`config.mk`:
```
export PLATFORM = sky130hd
export DESIGN_NAME = pagerank_iter_ctrl
export DESIGN_NICKNAME = d
export VERILOG_FILES = /design/src/rtl/pagerank_pkg.sv /design/src/rtl/pagerank_delta_unit.sv /design/src/rtl/pagerank_iter_ctrl.sv
export SDC_FILE = /design/constraint.sdc
export NUM_CORES = 1
export LEC_CHECK = 0
export ABC_AREA = 0
export CORE_ASPECT_RATIO = 0.75
export CORE_UTILIZATION = 29
export DETAILED_ROUTE_END_ITERATION = 10
export SLEW_MARGIN = 10
export SYNTH_ARGS = -nofsm -noshare
export SYNTH_HDL_FRONTEND = slang
export SYNTH_SLANG_ARGS = --single-unit
export TNS_END_PERCENT = 100
```
`constraint.sdc`:
```
create_clock -name clk -period 15 [get_ports clk]
set_input_delay 2.25 -clock clk [delete_from_list [all_inputs] [get_ports clk]]
set_output_delay 2.25 -clock clk [all_outputs]
set_load 0.02 [all_outputs]
```
`src/rtl/pagerank_pkg.sv`:
```
// Shared types, default sizes and slicing helpers for the PageRank iteration
// controller and its delta unit.
package pagerank_pkg;

    localparam int unsigned DEF_N      = 4;
    localparam int unsigned DEF_WIDTH  = 16;
    localparam int unsigned DEF_ITER_W = 8;

    typedef enum logic [2:0] {
        ST_IDLE  = 3'd0,
        ST_INIT  = 3'd1,
        ST_STEP  = 3'd2,
        ST_CHECK = 3'd3,
        ST_DONE  = 3'd4
    } state_e;

    // Uniform starting value: one share of the unit fraction per node.
    function automatic logic [31:0] init_val(input int unsigned n, input int unsigned width);
        return (32'd1 << width) / n;
    endfunction

    function automatic int unsigned word_lsb(input int unsigned idx, input int unsigned width);
        return idx * width;
    endfunction

    // Bit position of edge src->dst in a row-major adjacency vector.
    function automatic int unsigned adj_bit(input int unsigned dst, input int unsigned src,
                                            input int unsigned n);
        return dst * n + src;
    endfunction

endpackage

```
`src/rtl/pagerank_delta_unit.sv`:
```
// Absolute difference of two node values folded into a running maximum.
// next_max is the maximum including the current sample; it becomes run_max on the edge.
module pagerank_delta_unit #(
    parameter int unsigned WIDTH = 16
) (
    input  logic             clk,
    input  logic             reset,
    input  logic             clear,
    input  logic             enable,
    input  logic [WIDTH-1:0] cur_val,
    input  logic [WIDTH-1:0] prev_val,
    output logic [WIDTH-1:0] next_max
);

    logic [WIDTH-1:0] run_max_r;
    logic [WIDTH-1:0] delta_s;
    logic [WIDTH-1:0] next_max_s;

    // Unsigned absolute difference.
    always_comb begin
        delta_s = '0;
        if (cur_val >= prev_val) begin
            delta_s = cur_val - prev_val;
        end else begin
            delta_s = prev_val - cur_val;
        end
    end

    // Running-max update selection.
    always_comb begin
        next_max_s = run_max_r;
        if (clear) begin
            next_max_s = '0;
        end else if (enable && (delta_s > run_max_r)) begin
            next_max_s = delta_s;
        end else begin
            next_max_s = run_max_r;
        end
    end

    // Running-max register.
    always_ff @(posedge clk or posedge reset) begin
        if (reset) begin
            run_max_r <= '0;
        end else begin
            run_max_r <= next_max_s;
        end
    end

    assign next_max = next_max_s;

endmodule

```
`src/rtl/pagerank_iter_ctrl.sv`:
```
// Iteration controller: initialises the engine, steps it, and serially scans
// node values against the previous snapshot until convergence or iteration limit.
module pagerank_iter_ctrl
    import pagerank_pkg::*;
#(
    parameter int unsigned      N        = DEF_N,
    parameter int unsigned      WIDTH    = DEF_WIDTH,
    parameter int unsigned      ITER_W   = DEF_ITER_W,
    parameter logic [WIDTH-1:0] INIT_VAL = WIDTH'(init_val(N, WIDTH))
) (
    input  logic                 clk,
    input  logic                 reset,
    input  logic                 start,
    input  logic [N*N-1:0]       cfg_adjacency,
    input  logic [N*WIDTH-1:0]   cfg_weights,
    input  logic [WIDTH-1:0]     tol,
    input  logic [ITER_W-1:0]    max_iter,
    input  logic [N*WIDTH-1:0]   eng_vals,
    output logic [N*N-1:0]       eng_adjacency,
    output logic [N*WIDTH-1:0]   eng_weights,
    output logic                 eng_init,
    output logic                 eng_step,
    output logic                 busy,
    output logic                 done,
    output logic                 converged,
    output logic [ITER_W-1:0]    iter_count,
    output logic [WIDTH-1:0]     max_delta
);

    localparam int unsigned       IDX_W    = (N > 1) ? $clog2(N) : 1;
    localparam logic [IDX_W-1:0]  LAST_IDX = IDX_W'(N - 1);
    localparam logic [ITER_W-1:0] ITER_MAX = {ITER_W{1'b1}};

    state_e             state_r;
    state_e             state_next_s;
    logic [IDX_W-1:0]   idx_r;
    logic [WIDTH-1:0]   snap_r [N];
    logic [WIDTH-1:0]   eng_val_a_s [N];
    logic [N*N-1:0]     adj_r;
    logic [N*WIDTH-1:0] wts_r;
    logic [ITER_W-1:0]  iter_count_r;
    logic               converged_r;
    logic [WIDTH-1:0]   max_delta_r;
    logic               eng_init_r;
    logic               eng_step_r;
    logic               busy_r;
    logic               done_r;
    logic               init_next_s;
    logic               step_next_s;
    logic               busy_next_s;
    logic               done_next_s;
    logic               start_acc_s;
    logic               last_check_s;
    logic               within_tol_s;
    logic               limit_hit_s;
    logic [WIDTH-1:0]   cur_val_s;
    logic [WIDTH-1:0]   prev_val_s;
    logic [WIDTH-1:0]   max_next_s;

    // Unpack engine values into per-node words.
    always_comb begin
        for (int unsigned r = 0; r < N; r++) begin
            eng_val_a_s[r] = eng_vals[word_lsb(r, WIDTH) +: WIDTH];
        end
    end

    assign start_acc_s  = (state_r == ST_IDLE) && start;
    assign last_check_s = (state_r == ST_CHECK) && (idx_r == LAST_IDX);
    assign cur_val_s    = eng_val_a_s[idx_r];
    assign prev_val_s   = snap_r[idx_r];
    assign within_tol_s = (max_next_s <= tol);
    assign limit_hit_s  = (max_iter != {ITER_W{1'b0}}) && (iter_count_r == max_iter);

    pagerank_delta_unit #(
        .WIDTH (WIDTH)
    ) u_delta (
        .clk      (clk),
        .reset    (reset),
        .clear    (start_acc_s || (state_r == ST_STEP)),
        .enable   (state_r == ST_CHECK),
        .cur_val  (cur_val_s),
        .prev_val (prev_val_s),
        .next_max (max_next_s)
    );

    // State register.
    always_ff @(posedge clk or posedge reset) begin
        if (reset) begin
            state_r <= ST_IDLE;
        end else begin
            state_r <= state_next_s;
        end
    end

    // Next-state logic.
    always_comb begin
        state_next_s = state_r;
        case (state_r)
            ST_IDLE: begin
                if (start) begin
                    state_next_s = ST_INIT;
                end else begin
                    state_next_s = ST_IDLE;
                end
            end
            ST_INIT: state_next_s = ST_STEP;
            ST_STEP: state_next_s = ST_CHECK;
            ST_CHECK: begin
                if (!last_check_s) begin
                    state_next_s = ST_CHECK;
                end else if (within_tol_s || limit_hit_s) begin
                    state_next_s = ST_DONE;
                end else begin
                    state_next_s = ST_STEP;
                end
            end
            ST_DONE: state_next_s = ST_IDLE;
            default: state_next_s = ST_IDLE;
        endcase
    end

    // Control outputs decoded from the upcoming state so they register in phase with it.
    always_comb begin
        init_next_s = 1'b0;
        step_next_s = 1'b0;
        busy_next_s = 1'b0;
        done_next_s = 1'b0;
        case (state_next_s)
            ST_IDLE:  busy_next_s = 1'b0;
            ST_INIT: begin
                init_next_s = 1'b1;
                busy_next_s = 1'b1;
            end
            ST_STEP: begin
                step_next_s = 1'b1;
                busy_next_s = 1'b1;
            end
            ST_CHECK: busy_next_s = 1'b1;
            ST_DONE: begin
                done_next_s = 1'b1;
                busy_next_s = 1'b1;
            end
            default: busy_next_s = 1'b0;
        endcase
    end

    // Control output registers.
    always_ff @(posedge clk or posedge reset) begin
        if (reset) begin
            eng_init_r <= 1'b0;
            eng_step_r <= 1'b0;
            busy_r     <= 1'b0;
            done_r     <= 1'b0;
        end else begin
            eng_init_r <= init_next_s;
            eng_step_r <= step_next_s;
            busy_r     <= busy_next_s;
            done_r     <= done_next_s;
        end
    end

    // Configuration latched only on an accepted start.
    always_ff @(posedge clk or posedge reset) begin
        if (reset) begin
            adj_r <= '0;
            wts_r <= '0;
        end else if (start_acc_s) begin
            adj_r <= cfg_adjacency;
            wts_r <= cfg_weights;
        end
    end

    // Iteration counter, scan index, snapshots and run results.
    always_ff @(posedge clk or posedge reset) begin
        if (reset) begin
            idx_r        <= '0;
            iter_count_r <= '0;
            converged_r  <= 1'b0;
            max_delta_r  <= '0;
            for (int unsigned r = 0; r < N; r++) begin
                snap_r[r] <= '0;
            end
        end else begin
            case (state_r)
                ST_IDLE: begin
                    if (start) begin
                        iter_count_r <= '0;
                        converged_r  <= 1'b0;
                        max_delta_r  <= '0;
                    end
                end
                ST_INIT: begin
                    for (int unsigned r = 0; r < N; r++) begin
                        snap_r[r] <= INIT_VAL;
                    end
                end
                ST_STEP: begin
                    if (iter_count_r != ITER_MAX) begin
                        iter_count_r <= iter_count_r + {{(ITER_W-1){1'b0}}, 1'b1};
                    end
                    idx_r <= '0;
                end
                ST_CHECK: begin
                    snap_r[idx_r] <= cur_val_s;
                    idx_r         <= idx_r + {{(IDX_W-1){1'b0}}, 1'b1};
                    if (last_check_s) begin
                        max_delta_r <= max_next_s;
                        converged_r <= within_tol_s;
                    end
                end
                default: idx_r <= idx_r;
            endcase
        end
    end

    assign eng_adjacency = adj_r;
    assign eng_weights   = wts_r;
    assign eng_init      = eng_init_r;
    assign eng_step      = eng_step_r;
    assign busy          = busy_r;
    assign done          = done_r;
    assign converged     = converged_r;
    assign iter_count    = iter_count_r;
    assign max_delta     = max_delta_r;

endmodule
```
Word level (Yosys, flattened, before mapping)
Cells that the tools add are included.
{"block": "classes", "mux": 31, "n_eq_ne": 13, "div": 0, "n_reduce_logical": 16, "bitwise": 1, "order_cmp": 5, "multipliers": 0, "addsub": 4, "shifts": 0}
{"op": "16-bit 2-to-1 mux", "count": 10}
{"op": "64-bit one-hot mux with 2 select lines", "count": 1}
{"op": "16-bit binary-select mux with 2-bit select", "count": 2}
{"op": "64-bit bitwise mux", "count": 1}
{"op": "16-bit demux with 2-bit select", "count": 1}
{"op": "16-bit one-hot mux with 2 select lines", "count": 1}
{"op": "16-bit subtractor", "count": 2}
{"op": "16-bit >= comparator", "count": 1}
{"op": "16-bit > comparator", "count": 1}
{"op": "16-bit less-or-equal comparator", "count": 1}
{"op": "8-bit 2-to-1 mux", "count": 2}
{"op": "8-bit one-hot mux with 2 select lines", "count": 1}
{"op": "3-bit by 2-bit == test with 1-bit output (second input constant)", "count": 4}
{"op": "3-bit one-hot mux with 4 select lines", "count": 1}
{"op": "8-bit by 1-bit adder with 8-bit output (second input constant)", "count": 1}
{"op": "8-bit == test", "count": 1}
{"op": "8-bit inequality test (second input constant)", "count": 1}
{"op": "2-bit nonzero test", "count": 4}
{"op": "8-bit nonzero test", "count": 1}
{"op": "1-bit 2-to-1 mux", "count": 7}
{"op": "3-bit by 1-bit == test with 1-bit output (second input constant)", "count": 2}
{"op": "3-bit 2-to-1 mux", "count": 2}
{"op": "3-bit AND reduction", "count": 2}
{"op": "1-bit logical AND", "count": 5}
{"op": "13 further kinds", "count": 15}
{"block": "word_totals", "ff_bits": 194, "word_cells": 86, "mem_count": 0, "latchBits": 0, "output_inout_bits": 109, "mem_bits_ro": 0, "mem_bits_rw": 0, "in_bits": 171}

Logic depth before layout (Yosys ltp)
Gate-level depths: netlist of run 1.
{"block": "logic_depth", "depth_word": 18, "ltp_mapped": 37, "depth_no_buf": 34}

Hierarchy
A second synthesis of run 1 with hierarchy kept.
{"block": "unflattened", "hier_cells": 1238, "area_unflattened_um2": 10993.0}
{"mod": "pagerank_iter_ctrl", "cells_per_inst": 885, "seq_area_each_um2": 4454.3, "area_per_inst_um2": 8275.4, "instances": 1}
{"mod": "pagerank_delta_unit", "cells_per_inst": 353, "seq_area_each_um2": 400.4, "area_per_inst_um2": 2717.6, "instances": 1}

Least setup slack after synthesis of run 1
No wires, ideal clock.
{"block": "synth_path", "kind": "in2reg", "startpoint": "in eng_vals[59]", "endpoint": "reg state_r[1]", "t_required_ns": 14.912, "n_path_buf": 3, "arrival_ns": 8.847, "path_slack_ns": 6.064, "setup_time_ns": 0.088, "cell_stages": 31, "cell_sequence": "mux2_2 > o21ai_1 > inv_1 > ha_1 > buf_2 > inv_1 > or3_4 > a2111o_1 > nand3_2 > mux2_2 > o211a_1 > a21boi_2 > xnor2_1 > ha_1 > nand4_1 > a2111oi_0 > o31a_1 > clkbuf_1 > clkbuf_1 > nand2_1 > mux2i_1 > nor3_1 > ha_1 > nand3_1 > nor4_1 > nor2b_1 > a31o_2 > and2_1 > a22oi_1 > o211ai_1 > a41oi_1"}
{"block": "synth_between", "elab_chain_cells": 14, "elab_cells_between_ends": 16, "classes_between": "add/sub (2); order compare (3); mux (9); reduce/logical (2)"}
{"item": "start, declared", "line": "pagerank_iter_ctrl.sv:18", "source": "input logic [N*WIDTH-1:0] eng_vals,"}
{"item": "16-bit binary-select mux with 2-bit select *", "line": "pagerank_iter_ctrl.sv:69", "source": "assign cur_val_s = eng_val_a_s[idx_r];"}
{"item": "16-bit 2-to-1 mux (implied by the code) * (2 in a row)", "line": "pagerank_iter_ctrl.sv:69"}
{"item": "16-bit subtractor (tied with other cells)", "line": "pagerank_delta_unit.sv:25", "source": "delta_s = prev_val - cur_val;"}
{"item": "16-bit 2-to-1 mux *", "line": "pagerank_delta_unit.sv:22", "source": "if (cur_val >= prev_val) begin"}
{"item": "16-bit > comparator", "line": "pagerank_delta_unit.sv:34", "source": "end else if (enable && (delta_s > run_max_r)) begin"}
{"item": "1-bit logical AND", "line": "pagerank_delta_unit.sv:34"}
{"item": "16-bit 2-to-1 mux *", "line": "pagerank_delta_unit.sv:34"}
{"item": "16-bit 2-to-1 mux *", "line": "pagerank_delta_unit.sv:32", "source": "if (clear) begin"}
{"item": "net max_next_s[15]", "line": "pagerank_iter_ctrl.sv:58", "source": "logic [WIDTH-1:0] max_next_s;"}
{"item": "16-bit less-or-equal comparator *", "line": "pagerank_iter_ctrl.sv:71", "source": "assign within_tol_s = (max_next_s <= tol);"}
{"item": "1-bit logical OR *", "line": "pagerank_iter_ctrl.sv:111", "source": "end else if (within_tol_s || limit_hit_s) begin"}
{"item": "3-bit 2-to-1 mux *", "line": "pagerank_iter_ctrl.sv:111"}
{"item": "3-bit 2-to-1 mux *", "line": "pagerank_iter_ctrl.sv:109", "source": "if (!last_check_s) begin"}
{"item": "3-bit one-hot mux with 4 select lines *", "line": "pagerank_iter_ctrl.sv:98", "source": "case (state_r)"}
{"item": "net state_next_s[1]", "line": "pagerank_iter_ctrl.sv:35", "source": "state_e state_next_s;"}
{"item": "end signal, assigned", "line": "pagerank_iter_ctrl.sv:91", "source": "state_r <= state_next_s;"}
{"item": "end, declared", "line": "pagerank_iter_ctrl.sv:34", "source": "state_e state_r;"}
The timed path passes the listed nets; every way through them passes the cells marked *. The select of a mux whose other input is x is not followed.
A chain may end at the register's enable or synchronous reset.

Worst setup path after layout of run 1
{"block": "layout_path", "startpoint": "in eng_vals[24]", "endpoint": "reg state_r[1]"}
The elaborated chain is that of the path after synthesis.

==> results.md, run 1 <==
- Synth Flop Type: dfrtp_1
- CP Data Arrival Time: 10.85 ns
- Clk slew on worst S/H paths: 0.08 ns
- Startpoint Class: input pin
- Gr ovfl total: 0
- Synth Area in Compound Gates: 14.1%
- Layout cell share with drive strength beyond 1: 6.12%
- Post-Syn Instances: 1240
- Fmax achieved: 0.0953 GHz
- Nets: 1714
- Synth Net Count: 1480
- Via count: 9424
- EDFF count, synth: 0
- Die Ht: 171 um
- Initial Util: 29.6%
- Largest family of logic cells by synthesized area: simple AND/OR/NAND/NOR gates
- Sequential element share of the synthesized area: 44.0%
- Final setup margin: 4.51 ns
- Global placement routability congestion: 0.859
- Std-Cell Core Area: 37200 um^2
- Final setup violation count: 0
- Relative slew slack: 24.1%
- Number of cells on the worst reg-to-reg path: 29
- Hpwl dp: 23700 um
- Setup crit start: eng_vals[24]
- Vias in the first global route: 9311
- Data required time at the worst endpoint: 15.35 ns
- Outcome: finished clean
- Router iterations before antenna repair: 6
- R2R Path End: state_r[1]
- Top-Level Pins: 280
- Worst path slowest cell: o31a_1
- #FFs+latches synth: 194
- Unrepaired setup endpoints after global routing: false
- Post-layout util: 39.9%
- CP Capture Type: flop
- Maximum clock path buffer count: 2
- First-pass GRT wire length: 51800 um
- Final Cycle Share: 70.0%
- GRT Total Usage: 17.0%
- Die W: 227 um
- WL/cell: 16.3 um
- Hold Path Class: flop to flop
- Crit path capture: state_r[1]
- Final Instance Area: 14900 um^2
- Syn Area/Cell: 8.90 um^2
- Antenna-violating nets left: 0
- Worst skew pair latency: 0.45 ns
- Reg2reg start: idx_r[1]
- Xor and xnor area share after synthesis: 1.91%
- Core Rows: 61
- Slew @ Worst Pin: 1.14 ns
- Crit Path Class: input pin to flop
- Final Hold Vio Count: 0
- Pre-CTS setup slack: 4.14 ns
- Clock Skew: 0.0120 ns
- Max FO, Critical Path: 32
- DRT iter0 DRCs: 649
- Hold-fix buffers at CTS: 0
- Commonest cells after routing, fill and taps aside: 289 x nand2_1, 279 x clkdlybuf4s50_1, 193 x dfrtp_1
- Largest net degree at the start of global routing: 137
- Async SR Flop Fraction: 100%
- Reg2reg setup slack: 5.60 ns
- H-Tree Depth: 4
- Resize count post-CTS: 0
- WL met1: 14900 um
- DR top layer: met5
- Min-delay src: eng_weights[47]
- Layout fillers: 3786
- Port Buffers: 279
- Max Cap Viol: 0
- Met2 WL: 15800 um
- Met3 Routed Length: 1440 um
- Clk sinks: 194
- Root Driver: clkbuf_16
- Netlist Area Pre-Place: 11000 um^2
- Number of buffers created by CTS: 17
- Post-CTS Repair Setup Buffers: 0
- Tmin final: 10.49 ns
- Routed WL: 32500 um
- Most common cell type on the critical path: ha_1
- Fin. max-slew vios: 0
- Commonest non-fill, non-tap cell in the layout: nand2_1
- Synth-to-Final Area Change: 34.6%
- Initial antenna violation count: 3
- Vias per cell: 4.73
- Post-Synth Adder-Cell Area: 7.96%
- Die area: 38800 um^2
- Yosys cell types: 64
- Final TNS setup: 0 ns
- CTS tree: built
- Mux cell area share after synthesis: 7.49%
- Hold Path Depth: 2
- Drc violations: 0
- CP peak stage delay: 0.93 ns
- Simple-gate area share of the yosys netlist: 19.1%
- YS warnings: 0
- Placed inst area: 14200 um^2
registers in the layout, summed over array words and instances (netlist names):
signal and count:
max_delta 16, done 1, eng_init 1, eng_adjacency 16
eng_weights 64, converged 1, snap_r 64, state_r 3
busy 1, u_delta.run_max_r 16, iter_count 8, idx_r 2
eng_step 1
cell usage after synthesis (13+ instances only):
master	n	area share [%]
ha_1	67	7.6
o21ai_0	93	4.2
and3_1	13	0.74
nand2_1	290	9.9
o21ai_1	15	0.68
a21o_1	28	1.9
dfrtp_1	194	44
nand3_1	77	3.5
mux2i_1	24	2.2
inv_1	83	2.8
a21oi_1	46	2.1
clkbuf_1	64	2.2
nor2_1	50	1.7
xnor2_1	14	1.1
mux2_2	18	1.8
mux4_2	17	3.5
critical path: cells and delay by family:
| family | cells | cell delay (ns) |
|---|---|---|
| AOI/OAI and AO/OA | 10 | 3.66 |
| and+or+nand+nor | 10 | 2.26 |
| adders and majority gates | 3 | 1.17 |
| muxes | 3 | 0.92 |
| buffers and inverters | 2 | 0.50 |
| xor gates and xnor gates | 1 | 0.09 |
stage by stage:
step                instances  hold slack (ns)
floorplan                1240            0.463
global placement         1959            0.457
detailed placement       1959            0.461
CTS                      1991            0.480
global route             1991            0.504
finish                   1993            0.476
layer usage:
| metal | GRT usage (%) | vias up |
|---|---|---|
| met3 | 4.28 | 25 |
| met2 | 27.2 | 155 |
| met1 | 23.0 | 4546 |
| li1 | - | 4696 |
| met5 | 0 | - |
| met4 | 3.62 | 2 |
cells by family (layout without fill, tap and decap cells):
family,Yosys count,count (layout)
AND/OR/NAND/NOR,487,487
AO/OA/AOI/OAI,251,251
flip-flops,194,194
buffers and inverters,156,403
adder cells (fa/ha/maj),69,69
multiplexers,59,59
XOR/XNOR,24,24
other,0,2
cell type report:
type	count	area (um^2)	share of cell area (%)
repair buffers	287	2850	19.2
diodes	2	5.00	0.0337
inverters	84	323	2.17
clock buffers	18	439	2.96
flip-flops and latches	194	4860	32.7
clock inverters	14	166	1.12
well taps	504	631	4.25
multi-input cells	890	5580	37.6
worst min-delay path by stage:
stage | slack, ns | endpoint
floorplan | 0.46 | snap_r[16]
global placement | 0.46 | eng_weights[58]
detailed placement | 0.46 | eng_weights[47]
CTS | 0.48 | eng_adjacency[3]
global route | 0.50 | eng_adjacency[7]
finish | 0.48 | eng_weights[47]
Power of run 1 is not shown: default switching activity piles up to over one toggle a cycle in this logic, so the estimate is an artifact.
==> inputs of run 2 (changes only) <==
- clock period: 15 -> 10.3 ns (I/O delays scaled with it)
==> run 2 against run 1 <==
Net effect: first-iteration DRC count decreased by 17%; clock skew increased by 0.0049 ns; hold slack got worse by 0.00072 ns; routed wire length decreased by 1.2%; cell area increased by 0.19%; sequential share of layout area decreased by 0.063 points; critical path type unchanged; highest routed layer unchanged.
==> results.md, run 2 (synthesis gave the netlist of run 1 again) <==
- Root Driver: clkbuf_16
- Clk sinks: 194
- CTS tree: built
- Worst path slowest cell: a2111oi_0
- Slew @ Worst Pin: 1.08 ns
- Gr ovfl total: 0
- Vias in the first global route: 9363
- Initial antenna violation count: 2
- Routed WL: 32100 um
- Most common cell type on the critical path: ha_1
- Area of the multi-input gates: 5580 um^2
- Top-Level Pins: 280
- Tmin final: 9.41 ns
- Sequential cell area: 4860 um^2
- Number of buffers created by CTS: 17
- Unrepaired setup endpoints after global routing: false
- Router iterations before antenna repair: 5
- Outcome: finished clean
- Met3 usage: 4.21%
- Port Buffers: 279
- Nets: 1720
- Most used routing layer: met2
- Min-delay src: eng_weights[50]
- Die W: 227 um
- Final setup violation count: 0
- CP Capture Type: flop
- Commonest cells after routing, fill and taps aside: 289 x nand2_1, 279 x clkdlybuf4s50_1, 193 x dfrtp_1
- Fmax achieved: 0.106 GHz
- WL/cell: 16.1 um
- GRT Total Usage: 16.7%
- Worst skew pair latency: 0.46 ns
- Reg2reg start: idx_r[1]
- Cells after DPL: 1965
- Core Rows: 61
- CP Data Arrival Time: 9.77 ns
- Std-Cell Core Area: 37200 um^2
- Pre-CTS setup slack: 0.205 ns
- CP Buf/Inv Count: 3
- Global placement routability congestion: 0.875
- Post-CTS Repair Setup Buffers: 0
- Layout cell share with drive strength beyond 1: 6.50%
- Fin. max-slew vios: 0
- Crit Path Class: input pin to flop
- Die area: 38800 um^2
- First-pass GRT wire length: 50900 um
- Drc violations: 0
- Commonest non-fill, non-tap cell in the layout: nand2_1
- Setup crit start: eng_vals[26]
- Startpoint Class: input pin
- Initial Util: 29.6%
- Final Cycle Share: 91.3%
- Hpwl dp: 23700 um
- DRT iter0 DRCs: 539
- Maximum clock path buffer count: 2
- Clk slew on worst S/H paths: 0.08 ns
- Max FO, Critical Path: 23
- Hold Path Class: flop to flop
- Max Cap Viol: 0
- Data required time at the worst endpoint: 10.66 ns
- Layout fillers: 3801
- M2 GR Usage: 26.6%
- Final setup margin: 0.892 ns
- Antenna-violating nets left: 0
- Final Hold Vio Count: 0
- H-Tree Depth: 4
- Worst path top cell family by delay: compound AO/OA/AOI/OAI gates
- Largest net degree at the start of global routing: 131
- Clock Skew: 0.0169 ns
- Synth-to-Final Area Change: 34.9%
- Vias per cell: 4.73
- Final cell count without fillers: 1998
- CP peak stage delay: 0.52 ns
- Relative slew slack: 27.7%
- Final TNS setup: 0 ns
- Met1 Use GR: 22.6%
- Via count: 9449
- Die Ht: 171 um
[run 2: timing repair]
| action | in CTS | in global routing |
|---|---|---|
| hold endpoints to repair | 0 | 0 |
| setup endpoints to repair | 0 | 1 |
| hold buffers | 0 | 0 |
| gates resized for setup | 0 | 1 |
[run 2: worst register-to-register path, delay by kind of cell, from the launching register on]
family / cells / cell delay, ns
XOR/XNOR: 1 / 0.10
adder cells (fa/ha/maj): 3 / 1.04
multiplexers: 2 / 0.71
AO/OA/AOI/OAI: 11 / 3.65
AND/OR/NAND/NOR: 10 / 1.84
buffers and inverters: 3 / 0.67
flip-flops: 1 / 0.75
[run 2: layout make-up]
| class | instances | share of cell area [%] |
|---|---|---|
| diodes | 1 | 0.0168 |
| clock buffers | 18 | 2.88 |
| clock inverters | 14 | 1.08 |
| inverters | 84 | 2.17 |
| multi-input cells | 890 | 37.5 |
| flip-flops and latches | 194 | 32.6 |
| well taps | 504 | 4.24 |
| repair buffers | 293 | 19.5 |
[run 2: final timing paths]
check / end / cells past startpoint / slack [ns]
hold / removal: eng_weights[50] / 2 / 0.48
setup / recovery: state_r[1] / 30 / 0.89
setup reg to reg: state_r[1] / 30 / 1.46
min in group asynchronous: busy / 2 / 1.64
hold reg to reg: eng_weights[50] / 2 / 0.48
max in group asynchronous: idx_r[1] / 3 / 7.22
[run 2: routing by layer]
| metal | up-vias | part of all wire, % |
|---|---|---|
| li1 | 4704 | - |
| met1 | 4563 | 46 |
| met2 | 157 | 48 |
| met3 | 23 | 4.2 |
| met4 | 2 | 1.1 |
| met5 | - | 0.040 |
[run 2: metrics by stage]
step	util, %	instance area, um^2	hold WS [ns]
final	40.0	14900	0.476
after global routing	39.9	14900	0.492
after detailed placement	38.4	14300	0.461
after global placement	38.4	14300	0.457
after floorplan	-	11000	0.463
after CTS	39.9	14900	0.481
Power of run 2 is left out for the same reason.
